File: src/rtl/loader_pkg.sv
`default_nettype none
// ============================================================================
// Module   : loader_pkg
// Purpose  : Shared definitions for the RAM loader: default frame marker,
//            command codes and the byte-parser state encoding.
// Ports    : (package, no ports)
// Revision : 1.0 - initial release
// ============================================================================
package loader_pkg;

  localparam logic [7:0] SYNC_BYTE_DEFAULT = 8'hA5;

  localparam logic [7:0] CMD_WRITE = 8'h01;
  localparam logic [7:0] CMD_GO    = 8'h02;
  localparam logic [7:0] CMD_HALT  = 8'h03;

  typedef enum logic [2:0] {
    ST_SYNC = 3'd0,
    ST_CMD  = 3'd1,
    ST_ADDR = 3'd2,
    ST_LEN  = 3'd3,
    ST_DATA = 3'd4,
    ST_CSUM = 3'd5
  } parser_state_t;

endpackage : loader_pkg
`default_nettype wire

File: src/rtl/loader_parser.sv
`default_nettype none
// ============================================================================
// Module   : loader_parser
// Purpose  : Byte-stream frame parser. Decodes WRITE/GO/HALT frames, emits
//            registered single-cycle RAM write strobes and GO/HALT pulses,
//            and keeps a sticky protocol/checksum error flag.
// Ports    : clk, reset          - clock, async active-high reset
//            rx_data/rx_valid    - incoming stream byte
//            rx_ready            - byte accept (1 whenever out of reset)
//            loading             - current mode from the top level
//            wr_en/addr/data     - RAM write request, cycle after acceptance
//            go, halt            - combinational pulses on command acceptance
//            err                 - sticky error
// Revision : 1.0 - initial release
// ============================================================================
module loader_parser
  import loader_pkg::*;
#(
  parameter logic [7:0]  SYNC_BYTE = SYNC_BYTE_DEFAULT,
  parameter logic [23:0] VEC_BASE  = 24'hFFFFF0
) (
  input  logic        clk,
  input  logic        reset,
  input  logic [7:0]  rx_data,
  input  logic        rx_valid,
  output logic        rx_ready,
  input  logic        loading,
  output logic        wr_en,
  output logic [23:0] wr_addr,
  output logic [7:0]  wr_data,
  output logic        go,
  output logic        halt,
  output logic        err
);

  parser_state_t state_q, state_d;
  logic [1:0]    idx_q, idx_d;
  logic [23:0]   addr_q, addr_d;
  logic [7:0]    len_lo_q, len_lo_d;
  logic [15:0]   cnt_q, cnt_d;
  logic [7:0]    sum_q, sum_d;
  logic          err_q, err_d;
  logic          frame_wr_ok_q, frame_wr_ok_d;  // WRITE frame opened in load mode
  logic          wr_en_q, wr_en_d;
  logic [23:0]   wr_addr_q, wr_addr_d;
  logic [7:0]    wr_data_q, wr_data_d;
  logic          rx_ready_q;
  logic          accept;
  logic [15:0]   len_full;

  assign accept   = rx_valid & rx_ready_q;
  assign len_full = {rx_data, len_lo_q};

  always_comb begin
    state_d       = state_q;
    idx_d         = idx_q;
    addr_d        = addr_q;
    len_lo_d      = len_lo_q;
    cnt_d         = cnt_q;
    sum_d         = sum_q;
    err_d         = err_q;
    frame_wr_ok_d = frame_wr_ok_q;
    wr_en_d       = 1'b0;
    wr_addr_d     = wr_addr_q;
    wr_data_d     = wr_data_q;
    go            = 1'b0;
    halt          = 1'b0;

    if (accept) begin
      unique case (state_q)
        ST_SYNC: begin
          // Anything other than the marker is line noise, not an error.
          if (rx_data == SYNC_BYTE) state_d = ST_CMD;
        end
        ST_CMD: begin
          state_d = ST_SYNC;
          unique case (rx_data)
            CMD_WRITE: begin
              state_d       = ST_ADDR;
              idx_d         = 2'd0;
              sum_d         = 8'h00;
              frame_wr_ok_d = loading;
              // A WRITE in run mode is flagged but still parsed to its end
              // so the stream stays in frame alignment.
              if (!loading) err_d = 1'b1;
            end
            CMD_GO:   go    = 1'b1;
            CMD_HALT: halt  = 1'b1;
            default:  err_d = 1'b1;
          endcase
        end
        ST_ADDR: begin
          idx_d = idx_q + 2'd1;
          unique case (idx_q)
            2'd0:    addr_d[7:0]   = rx_data;
            2'd1:    addr_d[15:8]  = rx_data;
            default: begin
              addr_d[23:16] = rx_data;
              idx_d         = 2'd0;
              state_d       = ST_LEN;
            end
          endcase
        end
        ST_LEN: begin
          if (idx_q == 2'd0) begin
            len_lo_d = rx_data;
            idx_d    = 2'd1;
          end else begin
            idx_d = 2'd0;
            cnt_d = len_full;
            if (len_full == 16'd0) state_d = ST_CSUM;
            else                   state_d = ST_DATA;
          end
        end
        ST_DATA: begin
          // Vector area writes are silently dropped; the address still advances.
          wr_en_d   = frame_wr_ok_q && (addr_q < VEC_BASE);
          wr_addr_d = addr_q;
          wr_data_d = rx_data;
          addr_d    = addr_q + 24'd1;
          sum_d     = sum_q + rx_data;
          cnt_d     = cnt_q - 16'd1;
          if (cnt_q == 16'd1) state_d = ST_CSUM;
        end
        ST_CSUM: begin
          if (rx_data != sum_q) err_d = 1'b1;
          sum_d   = 8'h00;
          state_d = ST_SYNC;
        end
        default: state_d = ST_SYNC;
      endcase
    end
  end

  always_ff @(posedge clk or posedge reset) begin
    if (reset) begin
      state_q       <= ST_SYNC;
      idx_q         <= 2'd0;
      addr_q        <= 24'd0;
      len_lo_q      <= 8'h00;
      cnt_q         <= 16'd0;
      sum_q         <= 8'h00;
      err_q         <= 1'b0;
      frame_wr_ok_q <= 1'b0;
      wr_en_q       <= 1'b0;
      wr_addr_q     <= 24'd0;
      wr_data_q     <= 8'h00;
      rx_ready_q    <= 1'b0;
    end else begin
      state_q       <= state_d;
      idx_q         <= idx_d;
      addr_q        <= addr_d;
      len_lo_q      <= len_lo_d;
      cnt_q         <= cnt_d;
      sum_q         <= sum_d;
      err_q         <= err_d;
      frame_wr_ok_q <= frame_wr_ok_d;
      wr_en_q       <= wr_en_d;
      wr_addr_q     <= wr_addr_d;
      wr_data_q     <= wr_data_d;
      rx_ready_q    <= 1'b1;
    end
  end

  assign rx_ready = rx_ready_q;
  assign wr_en    = wr_en_q;
  assign wr_addr  = wr_addr_q;
  assign wr_data  = wr_data_q;
  assign err      = err_q;

endmodule : loader_parser
`default_nettype wire

File: src/rtl/ram_loader.sv
`default_nettype none
// ============================================================================
// Module   : ram_loader
// Purpose  : Boot/debug loader in front of the system RAM port. Holds the CPU
//            in reset while framed WRITE commands fill RAM, then hands the
//            port back to the CPU on GO; HALT re-enters load mode.
// Ports    : clk, reset                  - clock, async active-high reset
//            rx_data/rx_valid/rx_ready   - command byte stream
//            cpu_AB/cpu_DO/cpu_WE        - CPU bus request
//            cpu_RDY, cpu_reset          - CPU stall / reset control
//            ram_AB/ram_DO/ram_WE/ram_RDY- RAM port
//            loading                     - 1 = load mode
//            err                         - sticky protocol/checksum error
// Revision : 1.0 - initial release
// ============================================================================
module ram_loader
  import loader_pkg::*;
#(
  parameter bit          BOOT_LOAD = 1'b1,
  parameter logic [7:0]  SYNC_BYTE = SYNC_BYTE_DEFAULT,
  parameter logic [23:0] VEC_BASE  = 24'hFFFFF0
) (
  input  logic        clk,
  input  logic        reset,
  input  logic [7:0]  rx_data,
  input  logic        rx_valid,
  output logic        rx_ready,
  input  logic [23:0] cpu_AB,
  input  logic [7:0]  cpu_DO,
  input  logic        cpu_WE,
  output logic        cpu_RDY,
  output logic        cpu_reset,
  output logic [23:0] ram_AB,
  output logic [7:0]  ram_DO,
  output logic        ram_WE,
  output logic        ram_RDY,
  output logic        loading,
  output logic        err
);

  logic        w_wr_en;
  logic [23:0] w_wr_addr;
  logic [7:0]  w_wr_data;
  logic        w_go;
  logic        w_halt;
  logic        loading_q, loading_d;

  loader_parser #(
    .SYNC_BYTE (SYNC_BYTE),
    .VEC_BASE  (VEC_BASE)
  ) u_parser (
    .clk      (clk),
    .reset    (reset),
    .rx_data  (rx_data),
    .rx_valid (rx_valid),
    .rx_ready (rx_ready),
    .loading  (loading_q),
    .wr_en    (w_wr_en),
    .wr_addr  (w_wr_addr),
    .wr_data  (w_wr_data),
    .go       (w_go),
    .halt     (w_halt),
    .err      (err)
  );

  // The mode flag flips on the edge that accepts the command byte, so the
  // mux select changes in the same cycle the CPU is released.
  always_comb begin
    loading_d = loading_q;
    if (w_go)        loading_d = 1'b0;
    else if (w_halt) loading_d = 1'b1;
  end

  always_ff @(posedge clk or posedge reset) begin
    if (reset) loading_q <= BOOT_LOAD;
    else       loading_q <= loading_d;
  end

  // Purely combinational mux: the CPU sees RAM with no added latency.
  always_comb begin
    ram_RDY = 1'b1;
    if (loading_q) begin
      ram_AB    = w_wr_addr;
      ram_DO    = w_wr_data;
      ram_WE    = w_wr_en;
      cpu_RDY   = 1'b0;
      cpu_reset = 1'b1;
    end else begin
      ram_AB    = cpu_AB;
      ram_DO    = cpu_DO;
      ram_WE    = cpu_WE;
      cpu_RDY   = 1'b1;
      cpu_reset = 1'b0;
    end
  end

  assign loading = loading_q;

endmodule : ram_loader
`default_nettype wire
File: config.mk
export PLATFORM = sky130hd
export DESIGN_NAME = ram_loader
export DESIGN_NICKNAME = d
export VERILOG_FILES = /design/src/rtl/loader_pkg.sv /design/src/rtl/loader_parser.sv /design/src/rtl/ram_loader.sv
export SDC_FILE = /design/constraint.sdc
export NUM_CORES = 1
export LEC_CHECK = 0
export ABC_AREA = 0
export CAP_MARGIN = 20
export CORE_ASPECT_RATIO = 0.6
export CORE_MARGIN = 5
export CORE_UTILIZATION = 59
export CTS_CLUSTER_DIAMETER = 120
export DETAILED_ROUTE_END_ITERATION = 16
export PLACE_DENSITY = 0.93
export SLEW_MARGIN = 20
export SYNTH_ARGS = -nofsm -noshare
export SYNTH_HDL_FRONTEND = slang
export SYNTH_SLANG_ARGS = --single-unit
File: constraint.sdc
create_clock -name clk -period 7.4 [get_ports clk]
set_input_delay 1.11 -clock clk [delete_from_list [all_inputs] [get_ports clk]]
set_output_delay 1.11 -clock clk [all_outputs]
set_load 0.005 [all_outputs]
# Yosys cells after proc, flatten, opt, wreduce, memory -nomap -nowiden
# Cells that the tools add are included.
# Widths: inputs -> output; s select.
[op_classes] add_sub_neg=4 mul=0 div=0 magnitude_cmp=1 eq_ne=22 shift=0 n_mux=38 n_bitwise=1 n_reduce_logical=23
[op_table] cell="$pmux 24 s2" count=1
[op_table] cell="$mux 8" count=5
[op_table] cell="$pmux 16 s2" count=1
[op_table] cell="$add 24x1->24 const B" count=1
[op_table] cell="$lt 24x24->1 const B" count=1
[op_table] cell="$mux 24" count=1
[op_table] cell="$pmux 8 s3" count=1
[op_table] cell="$reduce_and 3->1" count=8
[op_table] cell="$mux 1" count=17
[op_table] cell="$eq 16x1->1 const B" count=1
[op_table] cell="$eq 8x2->1 const B" count=2
[op_table] cell="$logic_not 16->1" count=1
[op_table] cell="$mux 16" count=1
[op_table] cell="$sub 16x1->16 const B" count=1
[op_table] cell="$pmux 3 s5" count=1
[op_table] cell="$mux 3" count=4
[op_table] cell="$ne 2x1->1 const B" count=6
[op_table] cell="$reduce_and 5->1" count=2
[op_table] cell="$add 8x8->8" count=1
[op_table] cell="$eq 8x1->1 const B" count=1
[op_table] cell="$eq 8x8->1 const B" count=1
[op_table] cell="$ne 8x8->1" count=1
[op_table] cell="$reduce_bool 2->1" count=4
[op_table] cell="$eq 3x2->1 const B" count=2
[op_table] cell="16 further kinds" count=24
[word_totals] regBits=98 latchBits=0 mem_bits_rw=0 rom_bits=0 inputBits=44 out_inout_bits=39 wordCells=104 n_memories=0

# Depth between registers and ports, before layout
# Gate-level depths: netlist (run 1).
[depth] word_depth=6 ltp_mapped=8 ltp_nobuf=7

# Modules after synthesis
# From an unflattened synthesis (run 1), not the netlist that was laid out.
[hier_totals] hier_cells=561 area_unflattened_um2=5883.1
[modules_own_cells] mod="loader_parser" n_inst=1 cells_each=517 area_each_um2=5272.6 seq_area_each_um2=2427.3
[modules_own_cells] mod="ram_loader" n_inst=1 cells_each=44 area_each_um2=610.6 seq_area_each_um2=26.3

# Least setup slack after synthesis (run 1)
# No wires, ideal clock.
[synth_timing] path_kind="reg-to-output" startpoint="register loading_q, in the netlist loading" endpoint="output ram_AB[0]" t_arrival_ns=1.528 required_time_ns=6.290 slack_ns=4.762 stages_incl_launch_ff=4 n_path_buf=2 path_cell_list="dfstp_2 clkbuf_1 clkbuf_1 mux2_2"
[synth_between] elab_chain_cells=1
[synth_rtl] item="start, declared" line="ram_loader.sv:46" source="logic loading_q, loading_d;"
[synth_rtl] item="start signal, assigned" line="ram_loader.sv:76" source="else loading_q <= loading_d;"
[synth_rtl] item="$mux 24" line="ram_loader.sv:82" source="if (loading_q) begin"
[synth_rtl] item="end, declared" line="ram_loader.sv:33" source="output logic [23:0] ram_AB,"
# No other way between the ends.

# Worst setup path in the final report (run 1)
[layout_timing] startpoint="register loading_q, in the netlist loading" endpoint="output ram_AB[4]"
# Same word-level chain as after synthesis.

==> results of run 1 <==
==> worst max-delay path: cells and delay by family (launching register included) <==
| family | cells | cell delay [ns] |
|---|---|---|
| flip-flops | 1 | 1.12 |
| buffers and inverters | 1 | 0.47 |
| multiplexers | 1 | 0.41 |
==> cell usage after synthesis (10+ instances only) <==
cell type	number	area share, %
inv_1	12	0.78
o22a_1	20	3.0
nor3_1	17	1.5
o21ai_0	32	2.8
buf_2	14	1.2
mux2_2	41	8.0
nand2_1	129	8.4
nand3_1	19	1.6
a21oi_1	54	4.7
dfrtp_1	97	42
clkbuf_1	18	1.2
ha_1	10	2.2
nor2_1	40	2.6
a31oi_1	12	1.3
==> cells by family (layout without fill, tap and decap cells) <==
kind of cell	after synthesis	count (layout)	share of synthesized area, %
AO/OA/AOI/OAI	166	166	18.7
XOR/XNOR	5	5	0.759
adder cells (fa/ha/maj)	11	11	2.52
buffers and inverters	51	113	4.10
flip-flops	98	98	42.5
multiplexers	42	42	8.17
other	1	2	0.0650
AND/OR/NAND/NOR	270	270	23.2
==> where the power goes <==
group / internal [mW] / switching (mW) / total [mW]
clock: 0.279 / 0.203 / 0.482
combinational: 0.0509 / 0.0578 / 0.109
sequential: 0.549 / 0.0219 / 0.571
total: 0.878 / 0.283 / 1.16
==> path summary, 6_finish.rpt <==
path	end	slack (ns)	cells after the start
max	ram_AB[4]	3.94	2
min	u_parser.wr_data[6]	0.47	2
max reg2reg	u_parser.cnt_q[10]	4.89	5
min reg2reg	u_parser.wr_data[6]	0.47	2
max in group asynchronous	u_parser.cnt_q[2]	5.03	3
min in group asynchronous	u_parser.wr_addr[20]	1.10	2
==> per-layer routing <==
layer	routed length, µm	vias to the layer above	GRT usage, %	share of wire, %
li1	-	2451	-	-
met1	6740	2630	38.4	41
met2	7270	367	43.4	44
met3	2020	44	8.76	12
met4	311	0	5.98	1.9
met5	0	-	0	0
==> per-stage QoR <==
stage          util [%]  area [µm²]  cells  total power, mW
2_1_floorplan         -        5770    645            0.631
3_3_place_gp       68.1        6610    827            0.679
3_5_place_dp       68.1        6610    827            0.686
4_1_cts            71.2        6910    842             1.16
5_1_grt            71.2        6910    842             1.20
6_report           71.2        6910    842             1.16
==> sequential cells by signal, summed over array words and instances, names as in the netlist, 2 cells and up <==
| name | flops |
|---|---|
| u_parser.addr_q | 24 |
| u_parser.len_lo_q | 8 |
| u_parser.cnt_q | 16 |
| u_parser.idx_q | 2 |
| u_parser.state_q | 3 |
| u_parser.sum_q | 8 |
| u_parser.wr_data | 8 |
| u_parser.wr_addr | 24 |
==> layout by cell type, fill, tap and decap left out, drive strengths merged, types with 3 or more instances in the layout <==
master and n:
a21oi 54, nor3b 3, clkbuf 11, mux2 41, clkdlybuf4s50 81, ha 10, nand2 129, nor4 10
o2111ai 3, o21ai 35, nand3 20, dfrtp 97, nor2 42, and3 7, clkinv 3, nand4 11
or3 8, buf 5, o31ai 4, o22a 20, nand2b 4, nor3 19, o21a 3, inv 11
a21o 6, nor2b 4, a31oi 12, xnor2 4, and4 3, a31o 3, o2bb2ai 4, a211o 3
==> layout make-up <==
type                            count  area share (%)
Timing Repair Buffer               86            12.3
Clock inverter                      4           0.742
Sequential cell                    98            35.5
Inverter                           12           0.670
Clock buffer                       11            3.66
Tap cell                          135            2.44
Multi-Input combinational cell    496            44.7
==> metrics.cfg, run 1 <==
[route]
drt-wirelength-per-cell_um=19.4
drt-pass1-iter-count=6
routed_wirelength_um=16300
drc=0
vias=5492
detail-route-antenna-nets=0
drtIter0Drc=651
drt-vias-per-instance=6.52

[clock_tree]
hold_buffers=0
cts_tree=done
htree_levels=3
cts_sinks=98
ctsRootBufferMaster=clkbuf_16
cts_resized=0
clk_pin_slew_ns=0.07
cts_inserted_buffers=9
clk_latency_ns=0.35
clock_path_buffers=2
cts_setup_buffers=0

[critical_path]
arrival_ns=2.35
crit_type=reg2out
cp_slowest_cell=dfstp_2
max_stage_delay_ns=1.12
worst_ep_required_time_ns=6.29
start_kind=register
cp-end-kind=output port
critPathLaunch=loading
crit_fanout=37
cp_cell_sequence=mux2_2 > clkdlybuf4s50_1
rr_startpoint=u_parser.state_q[2]

[floorplan]
dieArea_um2=11900
ioPinCount=83
start_util_pct=59.5
fp.dieW_um=138
die_y_um=86.6
core_area_um2=9700
row_count=28

[cells_and_area]
finalNetCount=758
area_growth_pct=19.8
multi_input_area_um2=3090
seqCellArea_um2=2450
antennaDiodeCount=0
drive_gt1_share_pct=12.2
nFillCells=699

[outcome]
status=finished, final reports clean

[placed_design]
port_buffers=81
hpwl_um=11300
dp_slack_ns=3.83
gp_congestion=0.988

[run]
drv_cap=0

[sta]
worst_clock_skew_ns=0.00780
rsz0062_at_grt=false
fmax_ghz=0.289
hold_viol=0
setup_violations=0
setup_slack_ns=3.94
relSlewSlack_pct=38.8
fin_crit_sh_pct=46.8
post-route-min-period_ns=3.46
maxSlewViolCount=0
worstMarginPinSlew_ns=0.918
hold_slack_ns=0.469
setup_tns_ns=0

[synth]
async_reset_ff_share_pct=100
avgSynthCellArea_um2=8.96
yosysSeqAreaShare_pct=42.5
synthCells=644
ys.flop_type=dfrtp_1
ys_warn_count=0
synth-edff-count=0
synth.distinct_cells=72
mappedNetlistArea_um2=5770
ys_seq_elements=98

[global_route]
grt_pass1_vias=5052
grt_max_degree=74
grtUsageTotal_pct=27.8
grt_pass1_wl_um=26100
grt_antenna_before_repair=0
gr-total-overflow=0

[min_path]
hold_start=u_parser.wr_data[6]
hold_class=reg2reg

[pwr]
ir_worst_vdd_v=0.000142
p_per_area_nw_per_um2=168
power_leakage_nw=3.15

(Power assumes the default switching activity.)
==> inputs of run 2 (changes only) <==
--- a/config.mk
+++ b/config.mk
@@ -9,10 +9,10 @@
 export CAP_MARGIN = 20
 export CORE_ASPECT_RATIO = 0.6
 export CORE_MARGIN = 5
-export CORE_UTILIZATION = 59
+export CORE_UTILIZATION = 55
 export CTS_CLUSTER_DIAMETER = 120
 export DETAILED_ROUTE_END_ITERATION = 16
-export PLACE_DENSITY = 0.93
+export PLACE_DENSITY = 0.88
 export SLEW_MARGIN = 20
 export SYNTH_ARGS = -nofsm -noshare
 export SYNTH_HDL_FRONTEND = slang
==> constraint.sdc (replaced) <==
create_clock -name clk -period 3.2 [get_ports clk]
set_input_delay 0.48 -clock clk [delete_from_list [all_inputs] [get_ports clk]]
set_output_delay 0.48 -clock clk [all_outputs]
set_load 0.005 [all_outputs]
==> run 2 against run 1 <==
Against the previous run: sequential power grew 130%; first-iteration DRC count shrank 11%; count of clock-buffer cells in the layout shrank 1; register-to-register slack lost 4.1 ns; utilization shrank 3.4 points; worst hold slack lost 0.016 ns; non-clock buffer count grew 12; cell count grew 2.0%; flip-flop and latch count is the same; cell area grew 2.2%; critical endpoint is now ram_DO[3]; largest power group unchanged.
==> metrics.cfg, run 2 (same netlist as run 1, synthesis figures left out) <==
[floorplan]
core_area_um2=10400
die_y_um=89.3
start_util_pct=55.4
row_count=29
fp.dieW_um=142
ioPinCount=83
dieArea_um2=12700

[critical_path]
cp_cell_sequence=buf_12 > mux2_2 > clkdlybuf4s50_1
cp-end-kind=output port
arrival_ns=2.18
crit_type=reg2out
cp_slowest_cell=dfstp_2
start_kind=register
rrSetupSlack_ns=0.82
worst_ep_required_time_ns=2.72
ff2ff_path_depth=5
rr_startpoint=u_parser.state_q[1]
rr_endpoint=u_parser.addr_q[16]
crit_fanout=21
max_stage_delay_ns=0.81

[global_route]
top_usage_layer=met2
grt_pass1_wl_um=26200
grt_max_degree=61
grtUsageTotal_pct=26.2
gr-total-overflow=0
use_met1_pct=37.4
grt_use_met2_pct=39.5
grt_pass1_vias=5038
use_met3_pct=7.54
grt_antenna_before_repair=0

[cells_and_area]
finalNetCount=770
nFillCells=803
final_cell_mix=nand2_1, dfrtp_1, clkdlybuf4s50_1
finish.instance_area_um2=7060
final_common_cell=nand2_1
area_growth_pct=22.4
antennaDiodeCount=0
drive_gt1_share_pct=13.6

[sta]
rsz0062_at_grt=false
setup_tns_ns=0
fmax_ghz=0.376
worst_clock_skew_ns=0.00567
maxSlewViolCount=0
worstMarginPinSlew_ns=0.781
relSlewSlack_pct=48.0
setup_violations=0
post-route-min-period_ns=2.66
hold_slack_ns=0.453
fin_crit_sh_pct=83.2
hold_viol=0

[clock_tree]
htree_levels=3
clk_pin_slew_ns=0.07
cts_tree=done
ctsRootBufferMaster=clkbuf_16
cts_sinks=98
cts_setup_buffers=0
hold_buffers=0
clk_latency_ns=0.35
cts_resized=0
clock_path_buffers=2
cts_inserted_buffers=9

[placed_design]
dpl_cell_area_um2=6730
gp_congestion=0.938
hpwl_um=11800
port_buffers=81

[route]
routed_wirelength_um=16300
drtIter0Drc=581
drt-pass1-iter-count=5
drc=0
detail-route-antenna-nets=0
vias=5413
drt-vias-per-instance=6.30
drt-wirelength-per-cell_um=19.0

[pwr]
power_frac_seq_pct=47.0
pwr-share-comb_pct=9.3
p_int_mw=2.16
p_per_area_nw_per_um2=398
clockPowerShare_pct=43.7
power_leakage_nw=3.24
swShare_pct=23.3
netSwitchingPower_mw=0.654
ir_worst_vdd_v=0.000271

[min_path]
hold_class=in2async

[run]
drv_cap=0

[outcome]
status=finished, final reports clean

## run 2: cell types whose count changed in the layout (fill, tap and decap cells not counted), sizes merged
cell / delta
clkinvlp: -1
clkbuf: -1
buf: +12
clkinv: +1
bufinv: +2
## run 2: critical path, delay by kind of cell (launching register included)
kind	cells	cell delay [ns]
buffers and inverters	2	0.68
flip-flops	1	0.81
multiplexers	1	0.34
## run 2: worst max path at each step
stage                          start            endpoint  slack (ns)  cells after the start
after floorplan                reset  u_parser.addr_q[0]        0.16                      1
after global routing         loading          ram_AB[20]        0.45                      3
after global placement    rx_data[0]   u_parser.sum_q[6]        0.59                      8
after detailed placement  rx_data[0]   u_parser.sum_q[6]        0.58                      8
after CTS                    loading           ram_DO[3]        0.52                      3
final                        loading           ram_DO[3]        0.54                      3
## run 2: power groups by stage
stage	sequential [mW]	combinational (mW)	clock, mW
after floorplan	1.32	0.142	0
after global placement	1.34	0.252	0
after detailed placement	1.34	0.258	0
after CTS	1.32	0.261	1.24
after global routing	1.32	0.287	1.29
final	1.32	0.263	1.23
## run 2: layout make-up
class	count	area, µm²	share of cell area [%]
clock inverters	6	105	1.49
well taps	139	174	2.46
inverters	12	46.3	0.655
multi-input cells	496	3090	43.8
clock buffers	10	229	3.24
repair buffers	98	963	13.6
flip-flops and latches	98	2450	34.7
## run 2: stage by stage
| step | setup WS (ns) | instances | power [mW] | utilization [%] |
|---|---|---|---|---|
| final | 0.537 | 859 | 2.81 | 67.8 |
| after global routing | 0.449 | 859 | 2.90 | 67.8 |
| after detailed placement | 0.582 | 843 | 1.60 | 64.6 |
| after global placement | 0.591 | 843 | 1.59 | 64.6 |
| after floorplan | 0.160 | 645 | 1.46 | - |
| after CTS | 0.517 | 859 | 2.82 | 67.8 |
## run 2: routing by layer
| metal | up-vias | part of all wire [%] |
|---|---|---|
| li1 | 2472 | - |
| met4 | 0 | 1.6 |
| met3 | 27 | 12 |
| met1 | 2575 | 44 |
| met2 | 339 | 42 |
| met5 | - | 0 |
==> variant, RTL diff (settings of run 2) <==
Change the parameter `BOOT_LOAD` from 1'b1 to 1'b0.
--- a/src/rtl/ram_loader.sv
+++ b/src/rtl/ram_loader.sv
@@ -18,3 +18,3 @@
 #(
-  parameter bit          BOOT_LOAD = 1'b1,
+  parameter bit          BOOT_LOAD = 1'b0,
   parameter logic [7:0]  SYNC_BYTE = SYNC_BYTE_DEFAULT,
Formal check against the unedited RTL: not equivalent (Yosys sat finds a counterexample within 4 cycles, from zero or initial values and one cycle with reset high).
==> variant against run 2 <==
  * Worst setup slack better by 0.28 ns
  * Synthesized area hardly changed
  * Global-route usage is 0.17 points higher
  * Die area hardly changed
  * Sequential share of layout area is 0.21 points higher
  * Power is 6.2% lower
  * Sequential cell count stayed put
  * Synthesized cell count stayed put
  * Wire length is 1.6% higher
  * Cell count stayed put
  * Cell area is 0.66% lower
  * Critical path depth stayed put
==> variant: results (changes against run 2) <==
- Synth top cells by count: nand2_1, dfrtp_1, a21oi_1, mux2_2, nor2_1 (unchanged)
- Worst hold path class: flop to flop (was input port to async pin)
- FF-to-FF path depth: 4 (was 5)
- Wirelength per Cell: 19.3 µm (was 19.0 µm)
- DRT iter0 DRCs: 553 (was 581)
- Syn Inst Count: 644 (unchanged)
- Largest net degree at the start of global routing: 39 (was 61)
- Critical R2R Launch: u_parser.state_q[1]$_DFFE_PP0P_ (unchanged)
- Met1 usage in global routing: 38.7% (was 37.4%)
- Internal: 1.95 mW (was 2.16 mW)
- VDD IR max: 0.352 mV (was 0.271 mV)
- Least-Margin Pin Slew: 0.720 ns (was 0.781 ns)
- M2 GR Usage: 39.1% (was 39.5%)
- Via Count: 5301 (was 5413)
- Port Buffer Count: 81 (unchanged)
- CP peak stage delay: 0.45 ns (was 0.81 ns)
- First-pass GRT wire length: 26.1 mm (was 26.2 mm)
- Slack of the worst reg-to-reg path: 0.93 ns (was 0.82 ns)
- Count of cell types in the netlist: 71 (was 72)
- FF-to-FF End: u_parser.addr_q[21]$_DFFE_PP0P_ (was u_parser.addr_q[16]$_DFFE_PP0P_)
- Met3 Usage GRT: 7.80% (was 7.54%)
- Post-synthesis mux area share: 8.18% (was 8.17%)
- CP Capture Point: ram_AB[0] (was ram_DO[3])
- Post-DP HPWL: 12.2 mm (was 11.8 mm)
- Worst setup path startpoint: loading$_DFFE_PP0P_ (was loading$_DFFE_PP1P_)
- Gpl congestion: 0.942 (was 0.938)
- Nets: 770 (unchanged)
- Worst hold slack: 0.474 ns (was 0.453 ns)
- Placed Area: 0.00673 mm² (about the same)
- Synth Area in XOR/XNOR: 0.759% (about the same)
- Post-synthesis compound-gate area fraction: 18.7% (about the same)
- Sequential fraction of the synthesis area: 42.5% (about the same)
- Hold endpoint: u_parser.wr_data[3]$_DFFE_PP0P_
- Initial antenna violation count: 0 (unchanged)
- Outcome: finished, final reports clean (unchanged)
- Area contributors post-synth: dfrtp_1, nand2_1, mux2_2 (unchanged)
- Crit path max-delay family: buffers and inverters (was flip-flops)
- H-tree depth: 3 (unchanged)
- Vias in the first global route: 4975 (was 5038)
- CP arrival: 1.90 ns (was 2.18 ns)
- Slowest stage cell on the critical path: clkdlybuf4s50_1 (was dfstp_2)
- Synth async-reset ratio: 100% (unchanged)
- Clk Latency, worst-skew pair: 0.35 ns (about the same)
- GRT Total Usage: 26.3% (was 26.2%)
- P_leak: 3.21 nW (was 3.24 nW)
- Layout Skew: 0.0132 ns (was 0.00567 ns)
- Vias per cell: 6.17 (was 6.30)
- Post-Synth Adder-Cell Area: 2.52% (about the same)
variant: cell count changes after synthesis:
cell     change
dfrtp_1      +1
dfstp_2      -1
variant: area by class of cell:
| class | count | area, µm² |
|---|---|---|
| fillers | 797 | 3400 |
| multi-input cells | 496 | 3090 |
| flip-flops and latches | 98 | 2450 |
| repair buffers | 98 | 963 |
| clock buffers | 10 | 239 |
| well taps | 139 | 174 |
| clock inverters | 6 | 50.0 |
| inverters | 12 | 46.3 |
variant: power by group through the flow:
stage	Clock, mW	Combinational, mW	Sequential [mW]
3_3_place_gp	0	0.253	1.34
6_report	1.05	0.262	1.32
4_1_cts	1.06	0.261	1.32
5_1_grt	1.12	0.285	1.32
2_1_floorplan	0	0.142	1.32
3_5_place_dp	0	0.258	1.34
variant: cells by family after synthesis:
| kind of cell | after synthesis |
|---|---|
| and+or+nand+nor | 270 |
| AOI/OAI and AO/OA | 166 |
| DFF | 98 |
| buffers and inverters | 51 |
| muxes | 42 |
| adders and majority gates | 11 |
| xor gates and xnor gates | 5 |
| other | 1 |
variant: stage by stage:
stage / total power, mW / worst slack [ns]
after floorplan: 1.46 / 0.158
after global placement: 1.59 / 0.578
after detailed placement: 1.60 / 0.556
after CTS: 2.64 / 0.816
after global routing: 2.73 / 0.749
final: 2.63 / 0.817
variant: per-layer routing:
| metal | wire length, µm | up-vias |
|---|---|---|
| met5 | 0 | - |
| met1 | 7670 | 2482 |
| met2 | 6740 | 304 |
| li1 | - | 2481 |
| met4 | 233 | 0 |
| met3 | 1910 | 34 |
variant: tightest hold or removal path, delay by kind of cell (launching register included):
family | cells | cell delay (ns)
flip-flops | 1 | 0.34
AND/OR/NAND/NOR | 2 | 0.10
